$ cat src/rtl/ifu_pkg.sv
// Shared types and constants for the instruction fetch unit: FSM state codes,
// MIPS opcode values, instruction field bit positions and the PC step.
package ifu_pkg;

  typedef logic [1:0] state_t;

  localparam state_t IDLE   = 2'd0;
  localparam state_t FETCH  = 2'd1;
  localparam state_t DECODE = 2'd2;
  localparam state_t EXEC   = 2'd3;

  localparam logic [5:0] OP_RTYPE = 6'h00;
  localparam logic [5:0] OP_LW    = 6'h23;
  localparam logic [5:0] OP_SW    = 6'h2B;
  localparam logic [5:0] OP_BEQ   = 6'h04;

  localparam int OPCODE_HI = 31;
  localparam int OPCODE_LO = 26;
  localparam int RS_HI     = 25;
  localparam int RS_LO     = 21;
  localparam int RT_HI     = 20;
  localparam int RT_LO     = 16;
  localparam int RD_HI     = 15;
  localparam int RD_LO     = 11;
  localparam int FUNCT_HI  = 5;
  localparam int FUNCT_LO  = 0;
  localparam int IMM_HI    = 15;
  localparam int IMM_LO    = 0;

  localparam logic [31:0] PC_STEP = 32'd4;

  // Word-aligned branch offset: sign-extended immediate shifted left by two.
  function automatic logic [31:0] branch_offset(input logic [15:0] imm);
    return {{14{imm[15]}}, imm, 2'b00};
  endfunction

endpackage

$ cat src/rtl/ifu_pc_calc.sv
// Combinational next-PC: PC + 4, plus the word-aligned beq offset when taken.
// All arithmetic wraps modulo 2^32.
module ifu_pc_calc
  import ifu_pkg::*;
(
  input  logic [31:0] pc,
  input  logic [15:0] imm,
  input  logic        take,
  output logic [31:0] next_pc
);

  logic [31:0] offset_s;

  // Select the branch offset and form the sequential or branch target.
  always_comb begin
    offset_s = 32'd0;
    if (take) begin
      offset_s = branch_offset(imm);
    end else begin
      offset_s = 32'd0;
    end
    next_pc = pc + PC_STEP + offset_s;
  end

endmodule

$ cat src/rtl/instr_fetch_unit.sv
// Instruction fetch unit: PC, imem req/valid handshake, IR, beq resolution.
// Define IFU_TIMEOUT_EN to add the FETCH timeout counter and sticky fetch_err_o.
module instr_fetch_unit
  import ifu_pkg::*;
#(
  parameter logic [31:0] RESET_PC = 32'h0000_0000
`ifdef IFU_TIMEOUT_EN
  ,
  parameter int TIMEOUT_CYCLES = 16
`endif
) (
  input  logic        clk,
  input  logic        rst_n,
  output logic        imem_req,
  output logic [31:0] imem_addr,
  input  logic [31:0] imem_rdata,
  input  logic        imem_valid,
  input  logic        stall_i,
  input  logic        branch_i,
  input  logic        zero_i,
  output logic [31:0] pc_o,
  output logic [5:0]  opcode_o,
  output logic [4:0]  rs_o,
  output logic [4:0]  rt_o,
  output logic [4:0]  rd_o,
  output logic [5:0]  funct_o,
  output logic [15:0] imm_o,
  output logic        instr_valid_o,
  output logic        fetch_err_o
);

  state_t      state_r;
  state_t      state_next_s;
  logic [31:0] pc_r;
  logic [31:0] ir_r;
  logic [31:0] next_pc_s;
  logic        captured_r;
  logic        capture_s;
  logic        take_s;
  logic        req_r;
  logic        valid_r;

  // A word taken during a stalled FETCH is held; later strobes in that FETCH are ignored.
  assign capture_s = (state_r == FETCH) && imem_valid && !captured_r;
  assign take_s    = branch_i & zero_i;

  ifu_pc_calc u_pc_calc (
    .pc      (pc_r),
    .imm     (ir_r[IMM_HI:IMM_LO]),
    .take    (take_s),
    .next_pc (next_pc_s)
  );

  // Next-state selection; a stall freezes the current state.
  always_comb begin
    state_next_s = state_r;
    if (stall_i) begin
      state_next_s = state_r;
    end else begin
      case (state_r)
        IDLE:    state_next_s = FETCH;
        FETCH: begin
          if (imem_valid || captured_r) begin
            state_next_s = DECODE;
          end else begin
            state_next_s = FETCH;
          end
        end
        DECODE:  state_next_s = EXEC;
        EXEC:    state_next_s = FETCH;
        default: state_next_s = IDLE;
      endcase
    end
  end

  // State, PC, IR and the registered handshake/valid outputs.
  always_ff @(posedge clk or negedge rst_n) begin
    if (!rst_n) begin
      state_r    <= IDLE;
      pc_r       <= RESET_PC;
      ir_r       <= 32'd0;
      captured_r <= 1'b0;
      req_r      <= 1'b0;
      valid_r    <= 1'b0;
    end else begin
      state_r <= state_next_s;
      req_r   <= (state_next_s == FETCH);
      valid_r <= (state_next_s == DECODE);
      if (capture_s) begin
        ir_r <= imem_rdata;
      end
      if (state_r == FETCH && stall_i) begin
        captured_r <= captured_r | imem_valid;
      end else begin
        captured_r <= 1'b0;
      end
      if (state_r == EXEC && !stall_i) begin
        pc_r <= next_pc_s;
      end
    end
  end

`ifdef IFU_TIMEOUT_EN
  localparam int CNT_W = $clog2(TIMEOUT_CYCLES) + 1;

  logic [CNT_W-1:0] wait_cnt_r;
  logic             err_r;

  // Count unanswered FETCH cycles; on expiry flag the error and keep requesting.
  always_ff @(posedge clk or negedge rst_n) begin
    if (!rst_n) begin
      wait_cnt_r <= {CNT_W{1'b0}};
      err_r      <= 1'b0;
    end else if (state_r != FETCH) begin
      wait_cnt_r <= {CNT_W{1'b0}};
    end else if (stall_i || imem_valid || captured_r) begin
      wait_cnt_r <= wait_cnt_r;
    end else if (wait_cnt_r == CNT_W'(TIMEOUT_CYCLES - 1)) begin
      wait_cnt_r <= {CNT_W{1'b0}};
      err_r      <= 1'b1;
    end else begin
      wait_cnt_r <= wait_cnt_r + {{(CNT_W-1){1'b0}}, 1'b1};
    end
  end

  assign fetch_err_o = err_r;
`else
  assign fetch_err_o = 1'b0;
`endif

  assign imem_req      = req_r;
  assign imem_addr     = pc_r;
  assign pc_o          = pc_r;
  assign instr_valid_o = valid_r;
  assign opcode_o      = ir_r[OPCODE_HI:OPCODE_LO];
  assign rs_o          = ir_r[RS_HI:RS_LO];
  assign rt_o          = ir_r[RT_HI:RT_LO];
  assign rd_o          = ir_r[RD_HI:RD_LO];
  assign funct_o       = ir_r[FUNCT_HI:FUNCT_LO];
  assign imm_o         = ir_r[IMM_HI:IMM_LO];

endmodule
$ cat config.mk
export PLATFORM = sky130hd
export DESIGN_NAME = instr_fetch_unit
export DESIGN_NICKNAME = d
export VERILOG_FILES = /design/src/rtl/ifu_pkg.sv /design/src/rtl/ifu_pc_calc.sv /design/src/rtl/instr_fetch_unit.sv
export SDC_FILE = /design/constraint.sdc
export NUM_CORES = 1
export LEC_CHECK = 0
export CORE_ASPECT_RATIO = 2
export CORE_MARGIN = 4
export CORE_UTILIZATION = 35
export DETAILED_ROUTE_END_ITERATION = 8
export DONT_BUFFER_PORTS = 1
export PLACE_DENSITY = 0.61
export SYNTH_ARGS = -nofsm -noshare
export SYNTH_HDL_FRONTEND = slang
export SYNTH_SLANG_ARGS = --single-unit
export TNS_END_PERCENT = 10
$ cat constraint.sdc
create_clock -name clk -period 4.2 [get_ports clk]
set_input_delay 1.26 -clock clk [delete_from_list [all_inputs] [get_ports clk]]
set_output_delay 1.26 -clock clk [all_outputs]
set_load 0.02 [all_outputs]
* Yosys cells after proc, flatten, opt, wreduce, memory -nomap -nowiden
Cells that the tools add are included.
** Word-level totals
- Logic and storage cells :: 29
- Output and inout port bits :: 110
- ROM bits :: 0
- Memory bits (writable) :: 0
- Bits in latches :: 0
- Memories kept :: 0
- Flip-flop bits (word level) :: 69
** Cells by class
- Div/mod/pow operators :: 0
- Equality and inequality tests :: 5
- Mux-type cells :: 5
- Reductions and logical operators :: 9
- Multipliers :: 0
- Magnitude comparators :: 0
- Bitwise gates (word level) :: 2
- Shifts and indexed selects :: 0
- $add $sub $neg :: 2
** Operators by type and width (count)
- 32-bit by 3-bit adder with 32-bit output (second input constant) :: 1
- 32-bit adder :: 1
- 32-bit 2-to-1 mux :: 1
- 2-bit == test (second input constant) :: 3
- 2-bit one-hot mux with 3 select lines :: 1
- 2-bit by 1-bit == test with 1-bit output (second input constant) :: 2
- 1-bit logical AND :: 4
- 2-bit 2-to-1 mux :: 2
- 1-bit logical NOT :: 2
- 2-bit logical NOT :: 1
- 2-bit OR reduction :: 1
- 1-bit bitwise AND :: 1
- 1-bit logical OR :: 1
- 1-bit 2-to-1 mux :: 1
- 1-bit OR :: 1

* Logic depth before layout (Yosys ltp)
Gate-level depths: netlist of run 1.
- Depth after elaboration :: 5
- Depth in mapped cells :: 13
- Gate-level depth less buffers :: 12

* Hierarchy
Synthesis of run 1 repeated with hierarchy kept, for this count alone.
** Unflattened totals
- Cell total of the unflattened synthesis :: 471
- Area, all modules :: 5067.4 µm²
** Modules (own cells, without submodules)
- instr_fetch_unit :: area each 3059.2 µm², seq. area each 1726.7 µm², instances 1, cells an instance 198
- ifu_pc_calc :: area each 2008.2 µm², seq. area each 0.0 µm², instances 1, cells an instance 273

* Worst setup path before layout of run 1
No wires, ideal clock.
- Kind :: input-to-reg
- From :: input branch_i
- To :: register pc_r[23], in the netlist imem_addr[23]
- Buffers on the path :: 1
- Data arrival time :: 3.738 ns
- Data required time :: 4.076 ns
- Setup slack :: 0.338 ns
- Stages :: 12
- Cell sequence :: clkbuf_1 > and3_1 > ha_1 > ha_1 > fa_1 > a211oi_2 > o21ai_1 > a21oi_2 > o21a_1 > o21ai_1 > mux2i_1 > a211o_1
** On the way
- Longest elaborated chain between the ends :: 3
** RTL lines
- from (decl) :: line instr_fetch_unit.sv:19 : input logic branch_i,
- 1-bit bitwise AND :: line instr_fetch_unit.sv:45 : assign take_s = branch_i & zero_i;
- 32-bit 2-to-1 mux :: line ifu_pc_calc.sv:17 : if (take) begin
- 32-bit adder :: line ifu_pc_calc.sv:22 : next_pc = pc + PC_STEP + offset_s;
- to (signal assigned) :: line instr_fetch_unit.sv:98 : pc_r <= next_pc_s;
- to (decl) :: line instr_fetch_unit.sv:34 : logic [31:0] pc_r;
No other way between the ends.
A chain may end at the register's enable or synchronous reset.

* Final worst setup path of run 1
Same ends and word-level chain as after synthesis.

==> flow_metrics.tcl, run 1 <==
set metrics [dict create \
    status "finished, final reports clean" \
    hold_violations 0 \
    synth_edf_count 0 \
    grt_overflow 0 \
    synthAdderAreaFrac 0.1130 \
    leakage_nw 2.250 \
    io_pins 148 \
    fmax_mhz 272.9 \
    rows 61 \
    clock_latency_ps 340 \
    period_share 0.8726 \
    diodes 0 \
    yosysTopAreaCell "dfrtp_1" \
    synth_compound_area_frac 0.1521 \
    maxCapViolCount 0 \
    ys_ff_latch 67 \
    grtUsageTotal 0.1551 \
    finalSetupViolCount 0 \
    syn_area_um2 4937 \
    synth_ff_type "dfrtp_1" \
    yosys-top-cells-area "dfrtp_1, ha_1, mux2_2" \
    cts_buffers 9 \
    synth_mux_area_frac 0.07501 \
    die_y_um 176.0 \
    worstSetupStartpointType "primary input" \
    grt_pass1_wl_um 19690 \
    drc 0 \
    rsz0062_at_grt "no" \
    postSynthAreaPerCell_um2 9.440 \
    area_delta_synth_final_pct 2.433 \
    first_global_vias 3858 \
    clk_path_buf_depth 2 \
    cts_tree "yes" \
    max-vdd-ir-drop_mv 0.3748 \
    cts-htree-levels 3 \
    ys_async_sr_fraction 1.000 \
    drtAntennaViolNets 0 \
    reg2reg_from "ir_r[15]" \
    grt_antenna_before_repair 0 \
    critPathKind "primary input to flip-flop" \
    yosysMostFrequentCell "dfrtp_1" \
    post-route-min-period_ps 3665 \
    worstMarginPinSlew_ps 653.3 \
    slew_viol_final 0 \
    first_pass_iters 4 \
    crit_fanout 17 \
    required_ps 4420 \
    whs_ps 562.5 \
    grt_max_degree 68 \
    clkSinkCount 67 \
    drtIter0Drc 215 \
    numPortBuffers 0 \
    setup_tns_ps 0 \
    yosysWarnings 0 \
    wl_per_cell_um 18.09 \
    cts_hold_buf 0 \
    wirelength_um 12120 \
    clk_pin_slew_ps 50 \
    vias 3593 \
    die_x_um 91.99 \
    layout-drive-gt1-share 0.1414 \
    critPathLaunch "branch_i" \
    cts_root_buf "clkbuf_16" \
    crit_arrival_ps 3880 \
    finalPower_w 0.004226 \
    ys_types 59 \
    core_area_um2 13890 \
    synthSimpleGateAreaFrac 0.1589 \
    syn-instance-count 523 \
    synth_xor_area_frac 0.06209 \
    post_cts_buffers 0 \
    power_density_nw_per_um2 835.6 \
    min_path_type "flip-flop to flip-flop" \
    yosys.area.top_type_share 0.3396 \
    critical_path.endpoint_type "flip-flop" \
    dp_hpwl_um 9495 \
    synth_top_family_by_area "simple AND/OR/NAND/NOR gates" \
    skew_ps 11.11 \
    globalplace.congestion 0.9104 \
    post_cts_resized 0 \
    nNetsFinal 559 \
    via_per_inst 5.363 \
    slew-limit-headroom 0.5645 \
    seq_area_frac_synth 0.3396 \
    synth_commonest_cells "dfrtp_1, nand2_1, buf_4" \
    dieArea_um2 16190 \
    start_util 0.3554 \
    worstHoldStart "state_r[0]" \
]
## cell families (layout without fill, tap and decap cells)
logic type                 Yosys count  after routing
AOI/OAI and AO/OA                  113            113
xor gates and xnor gates            35             35
and+or+nand+nor                    153            153
adders and majority gates           44             44
DFF                                 67             67
muxes                               33             33
other                                1              5
buffers and inverters               77             31
## cell usage in the layout, fill, tap and decap left out, drive strengths merged, types with 11 or more instances in the layout
cell,count
and3,21
mux2,32
o21ai,38
nand2,52
xnor2,24
dfrtp,67
inv,12
and2,14
xor2,11
ha,43
a21oi,32
nor2,26
## routing by layer
layer | vias up | routed length [um] | track usage
met2 | 134 | 6931 | 0.3043
met3 | 21 | 821 | 0.04648
met4 | 0 | 299 | 0.06514
li1 | 1718 | - | -
met5 | - | 0 | 0
met1 | 1720 | 4070 | 0.1441
## per-stage QoR
step                setup slack (ps)  utilization  cell area [um^2]  instances
floorplan                      338.1            -              4952        527
global placement               258.5       0.3448              4790        655
detailed placement             214.9       0.3448              4790        655
CTS                            549.3       0.3641              5057        670
global route                   379.4       0.3641              5057        670
finish                         535.1       0.3641              5057        670
## critical path, cell delays in order
cell	delay [ps]
and3_1	170
ha_1	270
ha_1	220
fa_1	440
a211oi_2	320
o21ai_1	130
a21oi_2	310
o21a_1	230
o21ai_1	120
mux2i_1	130
a211o_1	270
## flip-flops by register name, indices dropped and copies added, names as in the netlist
signal and cells:
imem_addr 30, state_r 2, imem_req 1, ir_r 32, instr_valid_o 1, captured_r 1
## final timing paths
kind	end	slack (ps)	cells after the start
setup / recovery	imem_addr[23]	540	11
hold / removal	imem_req	560	2
setup reg to reg	imem_addr[28]	760	11
hold reg to reg	imem_req	560	2
max in group asynchronous	imem_addr[21]	3440	0
min in group asynchronous	ir_r[24]	620	0
## final cells by class
class	instances	area, um^2
Timing Repair Buffer	5	37.54
Sequential cell	67	1677
Clock buffer	9	225.2
Multi-Input combinational cell	383	2798
Tap cell	189	236.5
Fill cell	1443	8833
Clock inverter	6	42.54
Inverter	11	41.29
## power breakdown
group | total, W | internal [W] | switching [W]
clock network | 0.000687 | 0.000396 | 0.000291
logic | 0.00155 | 0.000699 | 0.000852
registers | 0.00199 | 0.000947 | 0.00104
total | 0.00423 | 0.00204 | 0.00218
No activity file was read; power rests on OpenSTA's default activity.
==> inputs of run 2 (changes only) <==
--- a/config.mk
+++ b/config.mk
@@ -9,8 +9,7 @@
 export CORE_MARGIN = 4
 export CORE_UTILIZATION = 35
 export DETAILED_ROUTE_END_ITERATION = 8
-export DONT_BUFFER_PORTS = 1
-export PLACE_DENSITY = 0.61
+export PLACE_DENSITY = 0.74
 export SYNTH_ARGS = -nofsm -noshare
 export SYNTH_HDL_FRONTEND = slang
 export SYNTH_SLANG_ARGS = --single-unit
==> run 2 against run 1 <==
Cell count up 32%. Maximum frequency down 8.1%. Sequential cell count unchanged. Hold slack worse by 56 ps. Clock power up 27%. Power up 38%. Clock skew down 2.7 ps. Critical endpoint is now imem_addr[31]. Largest cell class unchanged.
==> flow_metrics.tcl, run 2 (synthesis results as in run 1) <==
set metrics [dict create \
    status "finished, final reports clean" \
    hold_violations 0 \
    setup_ws_ps 212.8 \
    stdcell_count 882 \
    whs_path_depth 1 \
    seq_area_um2 1677 \
    critPathKind "primary input to flip-flop" \
    clk_pin_slew_ps 60 \
    rr_worst_depth 11 \
    nNetsFinal 770 \
    worstMarginPinSlew_ps 1085 \
    crit_fanout 15 \
    leakage_nw 3.166 \
    min_path_type "flip-flop to flip-flop" \
    dp_hpwl_um 12300 \
    wl_per_cell_um 17.35 \
    start_util 0.3554 \
    power_density_nw_per_um2 827.2 \
    cts_hold_buf 0 \
    most-common-layout-cells "clkdlybuf4s50_1, buf_4, dfrtp_1, nand2_1, ha_1" \
    finalInstanceArea_um2 7067 \
    post-route-min-period_ps 3987 \
    reg2reg_from "ir_r[1]" \
    reg2reg_to "imem_addr[31]" \
    cts_root_buf "clkbuf_16" \
    die_y_um 176.0 \
    required_ps 4410 \
    worstHoldStart "ir_r[23]" \
    first_global_vias 4944 \
    grtUsageTotal 0.1964 \
    drtIter0Drc 154 \
    io_pins 148 \
    max-vdd-ir-drop_mv 0.4727 \
    dieArea_um2 16190 \
    globalplace.congestion 1.021 \
    worstSetupStartpointType "primary input" \
    cp_slowest_cell "clkdlybuf4s50_1" \
    grt_antenna_before_repair 0 \
    layout-drive-gt1-share 0.1991 \
    dr.max_layer_used "met4" \
    dp_slack_ps -87.98 \
    clock_latency_ps 340 \
    area_delta_synth_final_pct 43.13 \
    largest_register "ir_r" \
    rrSetupSlack_ps 1210 \
    whs_ps 506.8 \
    period_share 0.9493 \
    wl_met3_um 652 \
    wirelength_um 15310 \
    min_to "ir_r[23]" \
    largest_reg_flops 32 \
    vias 4510 \
    place_area_um2 6724 \
    slew_viol_final 0 \
    slowest_delay_ps 440 \
    fmax_mhz 250.8 \
    drtAntennaViolNets 0 \
    skew_ps 8.437 \
    rows 61 \
    cp_cell_sequence "clkdlybuf4s50_1 -> buf_4 -> nand3_1 -> ha_1 -> inv_1 -> ha_1 -> fa_1 -> a211oi_2 -> o21ai_1 -> a21oi_2 -> a221oi_1 -> a211oi_1 -> a21o_1 -> nand4_1" \
    clkSinkCount 67 \
    grt_max_degree 46 \
    path_common_cell "ha_1" \
    nFillCells 1282 \
    post_cts_resized 0 \
    crit_arrival_ps 4200 \
    fin_util 0.5087 \
    wirelength_met1_um 4988 \
    clk_path_buf_depth 2 \
    via_per_inst 5.113 \
    slew-limit-headroom 0.2765 \
    rsz0062_at_grt "no" \
    grt_overflow 0 \
    core_area_um2 13890 \
    cts_tree "yes" \
    wl_met2_um 9044 \
    maxCapViolCount 0 \
    drc 0 \
    place_inst 866 \
    grt_pass1_wl_um 24850 \
    finalSetupViolCount 0 \
    cts_buffers 9 \
    post_cts_buffers 0 \
    die_x_um 91.99 \
    cts-htree-levels 3 \
    numPortBuffers 142 \
    multi_input_area_um2 2798 \
    critical_path.endpoint_type "flip-flop" \
    mostFrequentLayoutCell "clkdlybuf4s50_1" \
    diodes 0 \
    first_pass_iters 4 \
]
-- run 2: stage by stage --
step	setup TNS (ps)	power, W
after global routing	0	0.006226
after detailed placement	-513.4	0.004980
final	0	0.005846
after global placement	-47.74	0.004906
after CTS	0	0.005892
after floorplan	0	0.003432
-- run 2: routing by layer --
layer,track usage,vias to the layer above
li1,-,2133
met1,0.1762,2179
met2,0.3950,159
met3,0.03966,39
met4,0.1055,0
met5,0,-
-- run 2: critical path, delay by kind of cell --
family | cells | cell delay [ps]
buffers and inverters | 3 | 680
adder cells (fa/ha/maj) | 3 | 760
AO/OA/AOI/OAI | 6 | 1310
AND/OR/NAND/NOR | 2 | 180
-- run 2: how the worst max path moves through the flow --
stage / from / end / depth (start not counted)
floorplan: branch_i / imem_addr[23] / 12
global placement: branch_i / imem_addr[24] / 13
detailed placement: branch_i / imem_addr[31] / 12
CTS: branch_i / imem_addr[31] / 14
global route: branch_i / imem_addr[28] / 13
finish: zero_i / imem_addr[31] / 14
-- run 2: final cells by class --
class | instances | share of cell area
clock inverter | 6 | 0.01611
timing repair buffer | 216 | 0.2790
inverter | 11 | 0.005843
clock buffer | 10 | 0.03240
multi-input combinational | 383 | 0.3959
tap | 189 | 0.03346
sequential | 67 | 0.2373
-- run 2: power by group --
group / switching, W / total (W) / internal [W]
Sequential: 0.000365 / 0.00133 / 0.000961
Clock: 0.000293 / 0.000874 / 0.000581
Combinational: 0.00185 / 0.00365 / 0.00180
==> inputs of run 3 (changes only) <==
--- a/config.mk
+++ b/config.mk
@@ -9,7 +9,8 @@
 export CORE_MARGIN = 4
 export CORE_UTILIZATION = 35
 export DETAILED_ROUTE_END_ITERATION = 8
-export PLACE_DENSITY = 0.74
+export DONT_BUFFER_PORTS = 1
+export PLACE_DENSITY = 0.61
 export SYNTH_ARGS = -nofsm -noshare
 export SYNTH_HDL_FRONTEND = slang
 export SYNTH_SLANG_ARGS = --single-unit
==> constraint.sdc (replaced) <==
create_clock -name clk -period 3.8 [get_ports clk]
set_input_delay 1.14 -clock clk [delete_from_list [all_inputs] [get_ports clk]]
set_output_delay 1.14 -clock clk [all_outputs]
set_load 0.02 [all_outputs]
==> run 3 against run 2 <==
Register-to-register slack lost 660 ps. Die area is the same. First-iteration DRC count shrank 29%. Clock skew grew 1.4 ps. Cell count shrank 23%. Setup slack gained 200 ps. Critical endpoint is now imem_addr[23]. Largest cell class unchanged.
==> flow_metrics.tcl, run 3 (synthesis results as in run 1) <==
set metrics [dict create \
    status "finished, final reports clean" \
    clk_path_buf_depth 2 \
    cts_hold_buf 0 \
    diodes 0 \
    power.internal_w 0.002307 \
    rsz0062_at_grt "no" \
    slew-limit-headroom 0.6116 \
    clk_pin_slew_ps 60 \
    p_sw_frac 0.5148 \
    critical_path.endpoint_type "flip-flop" \
    finalPower_w 0.004754 \
    p_sw_w 0.002447 \
    skew_ps 9.886 \
    globalplace.congestion 0.9030 \
    max-vdd-ir-drop_mv 0.4907 \
    dieArea_um2 16190 \
    power_density_nw_per_um2 926.2 \
    cts_buffers 9 \
    clock_power_share 0.160 \
    clkSinkCount 67 \
    reg2reg_to "imem_addr[23]" \
    critPathLaunch "branch_i" \
    worstMarginPinSlew_ps 582.6 \
    whs_ps 501.2 \
    required_ps 4010 \
    grt_max_degree 68 \
    combinationalPowerShare 0.377 \
    die_x_um 91.99 \
    crit_fanout 17 \
    drtIter0Drc 110 \
    crit_arrival_ps 3600 \
    min_path_type "primary input to async pin" \
    cts_tree "yes" \
    maxCapViolCount 0 \
    post_cts_buffers 0 \
    largest_register "ir_r" \
    first_pass_iters 4 \
    io_pins 148 \
    finalSetupViolCount 0 \
    seqPwrFrac 0.462 \
    post_cts_resized 0 \
    rr_worst_depth 11 \
    rrSetupSlack_ps 550 \
    numPortBuffers 0 \
    start_util 0.3554 \
    most-common-layout-cells "dfrtp_1, nand2_1, ha_1, mux2_2, a21oi_1" \
    rows 61 \
    drtAntennaViolNets 0 \
    post-route-min-period_ps 3390 \
    setup.worst_path.end "imem_addr[23]" \
    die_y_um 176.0 \
    period_share 0.8921 \
    reg2reg_from "ir_r[1]" \
    clock_latency_ps 330 \
    grt_pass1_wl_um 19790 \
    drc 0 \
    core_area_um2 13890 \
    critPathKind "primary input to flip-flop" \
    mostFrequentLayoutCell "dfrtp_1" \
    grt_overflow 0 \
    wl_per_cell_um 18.14 \
    grt_antenna_before_repair 0 \
    vias 3634 \
    area_delta_synth_final_pct 3.953 \
    leakage_nw 2.299 \
    nNetsFinal 569 \
    via_per_inst 5.344 \
    layout-drive-gt1-share 0.1589 \
    worstSetupStartpointType "primary input" \
    slew_viol_final 0 \
    first_global_vias 3887 \
    dp_hpwl_um 9595 \
    setup_tns_ps 0 \
    cts-htree-levels 3 \
    fmax_mhz 295.0 \
    hold_violations 0 \
    wirelength_um 12330 \
    grtUsageTotal 0.1564 \
    cts_root_buf "clkbuf_16" \
    largest_reg_flops 32 \
]
## run 3: cell types whose count changed in the layout (fill, tap and decap cells not counted), sizes merged
cell,before,now
clkbuf,10,9
inv,11,12
buf,75,15
clkinv,1,3
bufinv,3,0
clkdlybuf4s50,141,0
## run 3: through the flow
stage	cells	area (um^2)	utilization	setup WS, ps
2_1_floorplan	527	4952	-	58.09
3_3_place_gp	665	4865	0.3502	123.6
3_5_place_dp	665	4865	0.3502	60.30
4_1_cts	680	5132	0.3695	415.1
5_1_grt	680	5132	0.3695	257.2
6_report	680	5132	0.3695	410.2
## run 3: worst min-delay path by stage
stage / endpoint / slack, ps / cells after the start / from
final: imem_addr[5] / 500 / 0 / rst_n
after global routing: imem_addr[5] / 480 / 0 / rst_n
after CTS: imem_addr[30] / 480 / 0 / rst_n
after detailed placement: captured_r / 560 / 1 / state_r[1]
after global placement: captured_r / 550 / 1 / state_r[1]
after floorplan: captured_r / 500 / 1 / state_r[1]
## run 3: power by group through the flow
| stage | Clock [W] | Combinational, W | Sequential (W) |
|---|---|---|---|
| 6_report | 0.000762 | 0.00179 | 0.00220 |
| 5_1_grt | 0.000817 | 0.00203 | 0.00228 |
| 3_5_place_dp | 0 | 0.00180 | 0.00224 |
| 2_1_floorplan | 0 | 0.00203 | 0.00176 |
| 3_3_place_gp | 0 | 0.00175 | 0.00223 |
| 4_1_cts | 0.000788 | 0.00181 | 0.00223 |
## run 3: worst max-delay path, stage by stage
cell and delay (ps):
and3_1 170, ha_1 270, ha_1 230, fa_1 440
a211oi_2 270, o21ai_1 110, a21oi_2 310, o21a_1 190
o21ai_1 90, mux2i_1 120, a211o_1 270
## run 3: final cells by class
class | count | area, um^2
flip-flops and latches | 67 | 1677
well taps | 189 | 236.5
multi-input cells | 383 | 2798
clock buffers | 9 | 225.2
repair buffers | 15 | 112.6
fillers | 1447 | 8758
inverters | 11 | 41.29
clock inverters | 6 | 42.54
## run 3: layer usage
layer  up-vias  wire length (um)  global-route usage  share of wire
met5         -                 0                   0              0
met4         0               464             0.07506          0.038
met3        27               771             0.04776          0.063
met2       128              6807              0.2943           0.55
met1      1749              4289              0.1518           0.35
li1       1730                 -                   -              -
